[src/rtl/pipe_ctrl_pkg.sv]
// Shared definitions for the pipeline stall/flush controller: stage indices,
// FSM state encoding and the exception flush pattern.
package pipe_ctrl_pkg;

  localparam int unsigned STAGE_NUM  = 5;
  localparam int unsigned STG_PC     = 0;
  localparam int unsigned STG_IF2ID  = 1;
  localparam int unsigned STG_ID2EX  = 2;
  localparam int unsigned STG_EX2MEM = 3;
  localparam int unsigned STG_MEM2WB = 4;

  typedef enum logic {
    RUN,
    DRAIN
  } state_t;

  // Every pipeline register behind the PC gets a bubble on an exception.
  localparam logic [STAGE_NUM-1:0] FLUSH_ALL = 5'b11110;

endpackage

[src/rtl/stall_priority.sv]
// Stall request priority encoder: the latest requesting stage holds itself and
// everything upstream, and a bubble is inserted into the register right after it.
module stall_priority #(
  parameter int unsigned STAGE_NUM = 5
) (
  input  logic                 if_req_i,
  input  logic                 id_req_i,
  input  logic                 ex_req_i,
  input  logic                 mem_req_i,
  output logic [STAGE_NUM-1:0] stall_o,
  output logic [STAGE_NUM-1:0] flush_o
);
  import pipe_ctrl_pkg::*;

  always_comb begin
    stall_o = '0;
    flush_o = '0;
    if (mem_req_i) begin
      stall_o[STG_EX2MEM:STG_PC] = '1;
      flush_o[STG_MEM2WB]        = 1'b1;
    end else if (ex_req_i) begin
      stall_o[STG_ID2EX:STG_PC] = '1;
      flush_o[STG_EX2MEM]       = 1'b1;
    end else if (id_req_i) begin
      stall_o[STG_IF2ID:STG_PC] = '1;
      flush_o[STG_ID2EX]        = 1'b1;
    end else if (if_req_i) begin
      stall_o[STG_PC]    = 1'b1;
      flush_o[STG_IF2ID] = 1'b1;
    end
  end

endmodule

[src/rtl/pipeline_ctrl.sv]
// Central stall/flush controller with exception redirect held until fetch drains.
// Optional performance counters are built when PIPE_PERF_CNT_EN is defined.
module pipeline_ctrl #(
  parameter int unsigned STAGE_NUM = 5
) (
  input  logic                 clk_i,
  input  logic                 rst_i,
  input  logic                 if_req_i,
  input  logic                 id_req_i,
  input  logic                 ex_req_i,
  input  logic                 mem_req_i,
  input  logic                 if_busy_i,
  input  logic                 exc_i,
  input  logic [31:0]          exc_target_i,
  output logic [STAGE_NUM-1:0] stall_o,
  output logic [STAGE_NUM-1:0] flush_o,
  output logic                 redirect_valid_o,
  output logic [31:0]          redirect_pc_o,
  output logic [31:0]          stall_cycles_o,
  output logic [31:0]          flush_count_o
);
  import pipe_ctrl_pkg::*;

  state_t                 state, state_d;
  logic [31:0]            target_q;
  logic [STAGE_NUM-1:0]   pri_stall, pri_flush;

  stall_priority #(.STAGE_NUM(STAGE_NUM)) u_stall_priority (
    .if_req_i  (if_req_i),
    .id_req_i  (id_req_i),
    .ex_req_i  (ex_req_i),
    .mem_req_i (mem_req_i),
    .stall_o   (pri_stall),
    .flush_o   (pri_flush)
  );

  always_comb begin
    state_d          = state;
    stall_o          = '0;
    flush_o          = '0;
    redirect_valid_o = 1'b0;
    redirect_pc_o    = target_q;
    if (!rst_i) begin
      unique case (state)
        RUN: begin
          if (exc_i) begin
            flush_o = FLUSH_ALL;
            if (if_busy_i) begin
              stall_o[STG_PC] = 1'b1;
              state_d         = DRAIN;
            end else begin
              redirect_valid_o = 1'b1;
              redirect_pc_o    = exc_target_i;
            end
          end else begin
            stall_o = pri_stall;
            flush_o = pri_flush;
          end
        end
        DRAIN: begin
          // Fetch data returning during the drain is squashed at IF2ID.
          flush_o[STG_IF2ID] = 1'b1;
          if (if_busy_i) begin
            stall_o[STG_PC] = 1'b1;
          end else begin
            redirect_valid_o = 1'b1;
            state_d          = RUN;
          end
        end
        default: state_d = RUN;
      endcase
    end
  end

  always_ff @(posedge clk_i) begin
    if (rst_i) begin
      state    <= RUN;
      target_q <= '0;
    end else begin
      state <= state_d;
      if (state == RUN && exc_i && if_busy_i) target_q <= exc_target_i;
    end
  end

`ifdef PIPE_PERF_CNT_EN
  logic [31:0] stall_cnt_q, flush_cnt_q;

  always_ff @(posedge clk_i) begin
    if (rst_i) begin
      stall_cnt_q <= '0;
      flush_cnt_q <= '0;
    end else begin
      if (stall_o[STG_PC])       stall_cnt_q <= stall_cnt_q + 32'd1;
      if (state == RUN && exc_i) flush_cnt_q <= flush_cnt_q + 32'd1;
    end
  end

  assign stall_cycles_o = stall_cnt_q;
  assign flush_count_o  = flush_cnt_q;
`else
  assign stall_cycles_o = '0;
  assign flush_count_o  = '0;
`endif

  // Younger instructions are squashed before DRAIN, so no second exception can arrive.
  a_no_exc_in_drain : assert property (@(posedge clk_i) disable iff (rst_i)
    !(state == DRAIN && exc_i))
    else $error("exc_i asserted while draining a redirect");

endmodule
[config.mk]
export PLATFORM = sky130hd
export DESIGN_NAME = pipeline_ctrl
export DESIGN_NICKNAME = d
export VERILOG_FILES = /design/src/rtl/pipe_ctrl_pkg.sv /design/src/rtl/stall_priority.sv /design/src/rtl/pipeline_ctrl.sv
export SDC_FILE = /design/constraint.sdc
export NUM_CORES = 1
export LEC_CHECK = 0
export ABC_AREA = 1
export CORE_ASPECT_RATIO = 0.7
export CORE_MARGIN = 2
export CORE_UTILIZATION = 32
export CTS_BUF_LIST = sky130_fd_sc_hd__clkbuf_16
export CTS_CLUSTER_DIAMETER = 50
export DETAILED_ROUTE_END_ITERATION = 10
export PLACE_DENSITY = 0.83
export REMOVE_ABC_BUFFERS = 1
export SLEW_MARGIN = 25
export SYNTH_ARGS = -nofsm -noshare
export SYNTH_HDL_FRONTEND = slang
export SYNTH_HIERARCHICAL = 1
export SYNTH_SLANG_ARGS = --single-unit
[constraint.sdc]
create_clock -name clk_i -period 1 [get_ports clk_i]
set_input_delay 0.2 -clock clk_i [delete_from_list [all_inputs] [get_ports clk_i]]
set_output_delay 0.2 -clock clk_i [all_outputs]
set_load 0.05 [all_outputs]
-- Yosys cells after proc, flatten, opt, wreduce, memory -nomap -nowiden
Cells that the tools add are included.
- input port bits: 40
- output and inout bits: 107
- flip-flop bits (word level): 33
- logic and storage cells: 36
- bitwise gates (word level): 1
- mux-type cells: 31
- reductions and logical operators: 2
- operators with widths (cell ; count):
    $mux W32 ; 4
    $mux W3 ; 5
    $mux W1 ; 13
    $mux W5 ; 2
    $pmux W1 S2 ; 4
    $mux W2 ; 2
    $mux W4 ; 1
    $logic_and A1 B1 Y1 ; 2
    $not A1 Y1 ; 1

-- Longest topological paths before layout
Gate-level depths: netlist of the first run.
- word-level depth: 7
- depth in mapped cells: 8
- depth with buffers taken out: 6

-- Hierarchy
The synthesis of the first run kept the hierarchy.
- by module, submodules not included (module ; instances ; cells each ; sequential area each (sq um) ; area each (sq um)):
    pipeline_ctrl ; 1 ; 352 ; 660.6 ; 2362.3
    stall_priority ; 1 ; 15 ; 0.0 ; 77.6

-- Least setup slack after synthesis of the first run
Ideal clock, no wire load.
- path kind: register -> output
- start: register state
- end: output port redirect_valid_o
- cell stages (with the launch flop): 4
- buffers on the path: 1
- data required time: 800 ps
- setup slack: -1013 ps
- data arrival time: 1813 ps
- cell sequence: dfxtp_1 -> inv_2 -> buf_2 -> a211oi_1
- longest elaborated chain between the ends: 3
- RTL lines (element ; RTL line ; text):
    start, declared ; pipeline_ctrl.sv:24 ; state_t state, state_d;
    start signal, assigned ; pipeline_ctrl.sv:80 ; state <= state_d;
    $not A1 Y1 ; pipeline_ctrl.sv:44 ; unique case (state)
    $pmux W1 S2 (*) ; pipeline_ctrl.sv:44 ;
    $mux W1 (*) ; pipeline_ctrl.sv:43 ; if (!rst_i) begin
    end, declared ; pipeline_ctrl.sv:17 ; output logic redirect_valid_o,
Mark *: on every way between the ends. The rest lies on a longest branch, timed or not.

-- Final worst setup path of the first run
- start: register state
- end: output port redirect_pc_o[2]
- longest elaborated chain between the ends: 2
- RTL lines (element ; RTL line ; text):
    $mux W32 ; pipeline_ctrl.sv:44 ;
    $mux W32 ; pipeline_ctrl.sv:43 ;
    end, declared ; pipeline_ctrl.sv:18 ; output logic [31:0] redirect_pc_o,
No other way between the ends.

==> flow_summary.json, run 1 <==
{
  "fin_crit_ps": 1580,
  "start_util": 0.332,
  "final_layout_size_suffix_gt1_frac": 0.395,
  "vias": 2728,
  "io_pins": 147,
  "ys_types": 19,
  "cts-htree-levels": 2,
  "crit_required_ps": 800,
  "finalHoldViolations": 0,
  "synth_ff_type": "dfxtp_1",
  "postCtsHoldBufs": 0,
  "portBuffers": 80,
  "synthCells": 367,
  "power.total_uw": 5160,
  "drtIter0Drc": 154,
  "grt_use_total": 0.179,
  "root_buffer": "clkbuf_16",
  "syn_to_final_growth_pct": 70.9,
  "multi_input_area_um2": 1580,
  "crit_path_end_kind": "primary output",
  "synth_top_area_share": 0.271,
  "worst_slack_ps": -575,
  "crit_type": "reg -> out",
  "wl_per_cell_um": 14.0,
  "slew_viol_final": 0,
  "start_kind": "register",
  "power.leakage_uw": 0.00191,
  "crit_fanout": 5,
  "regArea_um2": 662,
  "p_per_area_nw_per_um2": 1240,
  "syn_area_um2": 2440,
  "rsz0062_at_grt": "true",
  "path_clk_slew_ps": 50,
  "cap_violations": 0,
  "async_reset_ff_frac": 0,
  "final_cell_mix": "conb_1 (66), nand2_1 (55), nand2_2 (41), buf_4 (41), buf_6 (34)",
  "grt_max_degree": 22,
  "antenna_found_initial": 1,
  "cts_buffers": 5,
  "violations": "setup timing",
  "place_congestion": 0.801,
  "tightest_slew_ps": 901,
  "hold_path.class": "reg -> reg",
  "mostFrequentLayoutCell": "conb_1",
  "dieArea_um2": 8350,
  "rows": 26,
  "dp_slack_ps": -684,
  "dr.pass1.iters": 5,
  "insertion_delay_ps": 270,
  "max_freq_ghz": 0.635,
  "n_fill_cell": 652,
  "n_antenna_cell": 0,
  "yosysSeqAreaShare": 0.271,
  "finalSetupViolations": 74,
  "status": "finished, violations left",
  "post_synth.cell_area_avg_um2": 6.65,
  "fp.dieW_um": 108,
  "final.setup_skew_ps": 3.01,
  "ys_warn_count": 6,
  "synth.largest_area_cell": "dfxtp_1",
  "synth-edff-count": 0,
  "via_per_inst": 4.67,
  "synth_top_cells_by_area": "dfxtp_1 (27%), buf_4 (24%), nand2_1 (15%)",
  "grt_pass1_wl_um": 11900,
  "place_area_um2": 3300,
  "tritoncts": "done",
  "hold_slack_ps": 461,
  "grt_pass1_vias": 2451,
  "die_h_um": 77.1,
  "dp_hpwl_um": 5110,
  "routed_wl_um": 8170,
  "clockBufferDepth": 2,
  "grt_remaining_overflow": 0,
  "drc": 0,
  "r2r_slack_ps": -350,
  "cts_sinks": 33,
  "final_area_um2": 4170,
  "synth-seq-cells": 33,
  "period_share": 1.58,
  "ir_drop_v": 0.000701,
  "slew_headroom": 0.397,
  "timing.critical_path.arrival_ps": 1380,
  "ant_nets": 0,
  "num-nets-final": 525,
  "coreArea_um2": 7350,
  "tns_ps": -32950
}
==> report_power, final <==
part / total, uW / switching (uW) / internal [uW]
combinational: 2290 / 1510 / 784
clock: 1440 / 544 / 899
sequential: 1420 / 43.4 / 1380
==> state kept, by name, indices dropped and copies added, names as in the netlist <==
register / flops
state: 1
target_q: 32
==> synthesized netlist by cell type (2+ instances only) <==
library cell,number
nand2_1,100
buf_4,78
a21oi_1,35
nand3_1,34
dfxtp_1,33
nand4_1,32
nor2_1,15
inv_1,12
buf_2,11
buf_6,3
clkbuf_1,3
inv_2,3
conb_1,2
==> logic make-up after synthesis <==
family | after synthesis | share of synthesized area
AOI/OAI and AO/OA | 36 | 0.0749
buffers and inverters | 110 | 0.304
DFF | 33 | 0.271
other | 2 | 0.00308
and+or+nand+nor | 186 | 0.347
==> timing repair <==
item                                   4_1_cts  5_1_grt
setup endpoints to repair                   74       74
pin swaps                                   23       12
endpoints found under the hold margin        0        0
setup buffers                               13        0
resized for setup                          109       49
gates cloned                                 5        0
==> worst paths after layout <==
path	from	endpoint	cells after the start
setup / recovery	state	redirect_pc_o[2]	6
hold / removal	target_q[11]	target_q[11]	2
setup reg to reg	state	target_q[31]	9
hold reg to reg	target_q[11]	target_q[11]	2
==> worst max-delay path, stage by stage (launching register included) <==
cell	delay, ps
dfxtp_2	330
nor2_4	170
buf_6	150
buf_6	130
nand3_2	70
nand2_1	80
buf_6	160
==> metrics by stage <==
step	util	cells
finish	0.567	584
global route	0.567	584
CTS	0.544	585
detailed placement	0.449	559
global placement	0.449	559
floorplan	-	336
==> final cells by class <==
type | count | share of cell area
multi-input cells | 288 | 0.379
well taps | 98 | 0.0294
inverters | 15 | 0.0147
flip-flops and latches | 33 | 0.159
clock inverters | 3 | 0.00300
clock buffers | 5 | 0.0300
repair buffers | 142 | 0.386
==> layer usage <==
layer  part of all wire  up-vias  global-route usage
met5             0.0013        -                   0
met4             0.0080        2              0.0256
met3              0.070       10              0.0400
met2               0.51      116               0.310
met1               0.41     1295               0.232
li1                   -     1305                   -
No activity file was read; power rests on OpenSTA's default activity.
==> inputs of run 2 (changes only) <==
==> constraint.sdc (replaced) <==
create_clock -name clk_i -period 1 [get_ports clk_i]
set_input_delay 0.3 -clock clk_i [delete_from_list [all_inputs] [get_ports clk_i]]
set_output_delay 0.3 -clock clk_i [all_outputs]
set_load 0.05 [all_outputs]
==> run 2 against run 1 <==
  * The run still ends with setup timing left
  * Combinational power is 6% higher
  * Hold slack hardly changed
  * Maximum frequency is 8.3% lower
  * Flip-flop and latch count stayed put
  * Global-route usage is 0.73 points higher
  * Clock skew is 0.91 ps lower
  * Worst setup slack worse by 140 ps
  * Critical path depth stayed put
  * Clock-buffer cell count stayed put
  * Utilization is 3.5 points higher
  * Largest power group unchanged
==> flow_summary.json, run 2 (synthesis gave the netlist of run 1 again) <==
{
  "n_antenna_cell": 0,
  "largest_reg_flops": 32,
  "cts-htree-levels": 2,
  "die_h_um": 77.1,
  "root_buffer": "clkbuf_16",
  "routed_wl_um": 8650,
  "p_per_area_nw_per_um2": 1180,
  "tritoncts": "done",
  "mostFrequentLayoutCell": "conb_1",
  "dr.pass1.iters": 5,
  "violations": "setup timing",
  "start_kind": "register",
  "cp_common_cell": "buf_6",
  "num-nets-final": 530,
  "p_sw_uw": 2100,
  "portBuffers": 80,
  "syn_to_final_growth_pct": 81.4,
  "rsz0062_at_grt": "true",
  "io_pins": 147,
  "vias": 2785,
  "cts_buffers": 5,
  "r2r-start": "state",
  "fin_crit_ps": 1720,
  "dp_hpwl_um": 5110,
  "path_clk_slew_ps": 50,
  "final_layout_size_suffix_gt1_frac": 0.431,
  "holdCritStartpoint": "target_q[28]",
  "fp.dieW_um": 108,
  "drc": 0,
  "slew_headroom": 0.386,
  "place_congestion": 0.802,
  "worstPathCellList": "nor2_4 > buf_6 > clkbuf_16 > nand3_2 > nand2_2 > buf_6",
  "n_fill_cell": 624,
  "finalHoldViolations": 0,
  "switching_share": 0.401,
  "clkPwrFrac": 0.265,
  "hold-path-cell-count": 2,
  "grt_remaining_overflow": 0,
  "wl_met3_um": 593,
  "worst_r2r_endpoint": "target_q[2]",
  "antenna_found_initial": 0,
  "insertion_delay_ps": 270,
  "cts_sinks": 33,
  "post-place-cells": 561,
  "slew_viol_final": 0,
  "ant_nets": 0,
  "postCtsHoldBufs": 0,
  "crit_family": "buffers and inverters",
  "crit_fanout": 7,
  "period_share": 1.72,
  "crit_required_ps": 700,
  "power_frac_comb": 0.462,
  "met2_length_um": 4380,
  "top_regs": "target_q (32), state (1)",
  "ir_drop_v": 0.000575,
  "finalSetupViolations": 74,
  "clockBufferDepth": 2,
  "cpPeakStageDelay_ps": 330,
  "worst_slack_ps": -717,
  "internal-power_uw": 3130,
  "cap_violations": 0,
  "coreArea_um2": 7350,
  "grt_pass1_vias": 2479,
  "hold_path.class": "reg -> reg",
  "cp_num_buf_inv": 3,
  "grt_use_total": 0.186,
  "r2r_slack_ps": -510,
  "timing.critical_path.arrival_ps": 1420,
  "seqPwrFrac": 0.272,
  "dp_slack_ps": -915,
  "slowest_stage": "dfxtp_2",
  "via_per_inst": 4.74,
  "largest_register": "target_q",
  "crit_path_end_kind": "primary output",
  "drt-met1-wl_um": 3470,
  "start_util": 0.332,
  "power.leakage_uw": 0.00198,
  "grt_pass1_wl_um": 12400,
  "final_cell_mix": "conb_1 (66), nand2_1 (54), buf_4 (41)",
  "max_freq_ghz": 0.582,
  "grt_max_degree": 34,
  "tightest_slew_ps": 917,
  "rows": 26,
  "stdcell_count": 588,
  "reg2reg_depth": 10,
  "min_to": "target_q[28]",
  "final.setup_skew_ps": 2.10,
  "crit_type": "reg -> out",
  "topRoutingLayerUsed": "met4",
  "drtIter0Drc": 155,
  "power.total_uw": 5240,
  "dieArea_um2": 8350,
  "wl_per_cell_um": 14.7,
  "status": "finished, violations left"
}
==> run 2: worst max-delay path by stage <==
stage	start	to	cells after the start
2_1_floorplan	state	redirect_valid_o	2
5_1_grt	state	redirect_pc_o[10]	6
3_3_place_gp	exc_i	redirect_pc_o[22]	7
4_1_cts	state	redirect_pc_o[22]	6
3_5_place_dp	rst_i	redirect_pc_o[22]	6
6_report	state	redirect_pc_o[10]	6
==> run 2: stage by stage <==
| step | cell area (um2) | TNS, ps | hold WS (ps) | util |
|---|---|---|---|---|
| after floorplan | 1990 | -46820 | 369 | - |
| after global placement | 3320 | -61960 | 447 | 0.451 |
| after detailed placement | 3320 | -64070 | 453 | 0.451 |
| after CTS | 4090 | -35910 | 461 | 0.557 |
| after global routing | 4430 | -46060 | 479 | 0.602 |
| final | 4430 | -41970 | 461 | 0.602 |
==> run 2: metal layers <==
metal / vias up / GRT usage
met5: - / 0
met4: 0 / 0.0321
met3: 20 / 0.0434
met2: 140 / 0.325
met1: 1299 / 0.236
li1: 1326 / -
==> run 2: area by class of cell <==
type / count / area [um2] / area share
clock buffers: 5 / 125 / 0.0283
clock inverters: 2 / 7.51 / 0.00170
inverters: 15 / 61.3 / 0.0139
multi-input cells: 288 / 1690 / 0.381
flip-flops and latches: 33 / 662 / 0.150
well taps: 98 / 123 / 0.0277
repair buffers: 147 / 1760 / 0.398
==> run 2: repair_timing <==
| item | 4_1_cts | 5_1_grt |
|---|---|---|
| resized for setup | 130 | 78 |
| gates cloned | 6 | 1 |
| buffers inserted | 12 | 1 |
| setup endpoints to repair | 74 | 74 |
| pin swaps | 14 | 33 |
==> run 2: worst reg2reg max path, stage by stage (launching register included) <==
cell     delay [ps]
dfxtp_2         330
buf_4           150
inv_6            80
buf_4           110
buf_6            90
buf_12          100
nand3_4          90
buf_6           150
buf_12          130
nand2_1          90
a21oi_2          60
==> run 2: power by group through the flow <==
stage | sequential, uW | combinational, uW | clock [uW]
6_report | 1430 | 2420 | 1390
5_1_grt | 1430 | 2520 | 1480
4_1_cts | 1420 | 2240 | 1420
3_5_place_dp | 1440 | 1910 | 0
3_3_place_gp | 1440 | 1900 | 0
2_1_floorplan | 1430 | 1190 | 0
==> inputs of run 3 (changes only) <==
- CORE_UTILIZATION: 32 -> 34
- PLACE_DENSITY: 0.83 -> 0.87
- SLEW_MARGIN: 25 -> 20
==> run 3 against run 2 <==
  * Hold slack gained 4.6 ps
  * Combinational power grew 4%
  * Utilization increased by 6.8 points
  * Maximum frequency fell by 1.9%
  * Clock-buffer cell count unchanged
  * First-iteration DRC count shrank 25%
  * Register-to-register slack improved by 130 ps
  * Highest routed layer unchanged
  * Flip-flop and latch count did not move
  * The flow still finishes with violations (setup timing)
  * Non-clock buffer count decreased by 4
  * Power rose by 2.7%
  * Global-route usage increased by 3.0 points
  * Critical path depth grew 2
==> flow_summary.json, run 3 (synthesis gave the netlist of run 1 again) <==
{
  "cap_violations": 0,
  "top_regs": "target_q (32), state (1)",
  "mostFrequentLayoutCell": "conb_1",
  "syn_to_final_growth_pct": 88.1,
  "crit_required_ps": 700,
  "hold_slack_ps": 465,
  "ir_drop_v": 0.000815,
  "violations": "setup timing",
  "largest_reg_flops": 32,
  "crit_type": "reg -> out",
  "n_fill_cell": 512,
  "tightest_slew_ps": 933,
  "start_util": 0.356,
  "finalHoldViolations": 0,
  "slew_viol_final": 0,
  "drc": 0,
  "grt_remaining_overflow": 0,
  "worst_slack_ps": -751,
  "critPathLaunch": "state",
  "grt_pass1_wl_um": 13300,
  "cts_sinks": 33,
  "routed_wl_um": 9380,
  "crit_fanout": 6,
  "io_pins": 147,
  "r2r_slack_ps": -380,
  "postCtsHoldBufs": 0,
  "insertion_delay_ps": 270,
  "drtIter0Drc": 117,
  "fin_crit_ps": 1750,
  "final_cell_mix": "conb_1 (66), nand2_2 (55), nand4_1 (32), clkdlybuf4s50_1 (32), dfxtp_1 (32)",
  "start_kind": "register",
  "period_share": 1.75,
  "finalSetupViolations": 74,
  "tritoncts": "done",
  "vias": 2828,
  "num-nets-final": 526,
  "dieArea_um2": 7880,
  "grt_use_total": 0.216,
  "die_h_um": 74.9,
  "holdCritStartpoint": "target_q[5]",
  "hold_path.class": "reg -> reg",
  "crit_path_end_kind": "primary output",
  "via_per_inst": 4.87,
  "dp_hpwl_um": 4980,
  "slew_headroom": 0.376,
  "grt_pass1_vias": 2641,
  "clockBufferDepth": 2,
  "wl_per_cell_um": 16.2,
  "grt_max_degree": 34,
  "dr.pass1.iters": 4,
  "final_layout_size_suffix_gt1_frac": 0.460,
  "r2r-start": "state",
  "tns_ps": -39240,
  "ant_nets": 0,
  "cts_buffers": 5,
  "largest_register": "target_q",
  "final.setup_skew_ps": 1.31,
  "rsz0062_at_grt": "true",
  "power.leakage_uw": 0.00205,
  "portBuffers": 80,
  "status": "finished, violations left",
  "fp.dieW_um": 105,
  "coreArea_um2": 6850,
  "cts-htree-levels": 2,
  "n_antenna_cell": 0,
  "antenna_found_initial": 0,
  "root_buffer": "clkbuf_16",
  "place_congestion": 0.812,
  "rows": 25,
  "timing.critical_path.arrival_ps": 1450,
  "max_freq_ghz": 0.571,
  "path_clk_slew_ps": 50,
  "p_per_area_nw_per_um2": 1170
}
[run 3: cell count changes in the layout (fill, tap and decap cells not counted), sizes merged]
| cell | before | now |
|---|---|---|
| buf | 107 | 102 |
| bufbuf | 0 | 1 |
| clkbuf | 6 | 7 |
| clkdlybuf4s15 | 5 | 3 |
| clkinv | 1 | 3 |
| dlygate4sd2 | 2 | 3 |
| inv | 16 | 15 |
[run 3: path summary, 6_finish.rpt]
kind,end,cells after the start
min reg2reg,target_q[5],2
max,redirect_pc_o[31],8
max reg2reg,target_q[20],8
min,target_q[5],2
[run 3: area by class of cell]
cell class	count	area [um2]	area share
inverters	15	63.8	0.0139
well taps	94	118	0.0256
clock buffers	5	125	0.0273
flip-flops and latches	33	662	0.144
multi-input cells	288	1720	0.375
clock inverters	3	12.5	0.00273
repair buffers	143	1890	0.411
[run 3: through the flow]
stage          setup slack (ps)  cells  instance area [um2]  power (uW)   util
3_5_place_dp               -967    548                 3250        3330  0.474
3_3_place_gp               -904    548                 3250        3300  0.474
5_1_grt                    -821    581                 4590        5590  0.670
2_1_floorplan             -1100    336                 1990        2630      -
6_report                   -751    581                 4590        5380  0.670
4_1_cts                    -738    579                 4240        5200  0.619
[run 3: timing repair]
action | 4_1_cts | 5_1_grt
gates cloned | 10 | 1
endpoints found under the setup margin | 74 | 74
buffers inserted | 13 | 1
pin swaps | 34 | 22
resized for setup | 149 | 94
[run 3: where the power goes]
part           total (uW)  internal, uW  switching (uW)
combinational        2510           931            1580
sequential           1440          1380            60.1
clock                1420           899             524
[run 3: critical path: stages (launching register included)]
cell and delay [ps]:
dfxtp_2 330, nor2_4 80, buf_6 130, nand2_8 60, buf_8 150, clkbuf_16 160, nand2_2 70, nand2_2 50
buf_6 140
[run 3: metal layers]
metal	vias up	global-route usage	wire, um
met5	-	0	0
met4	0	0.0904	201
met3	23	0.0468	654
met2	148	0.400	5030
met1	1340	0.248	3500
li1	1317	-	-
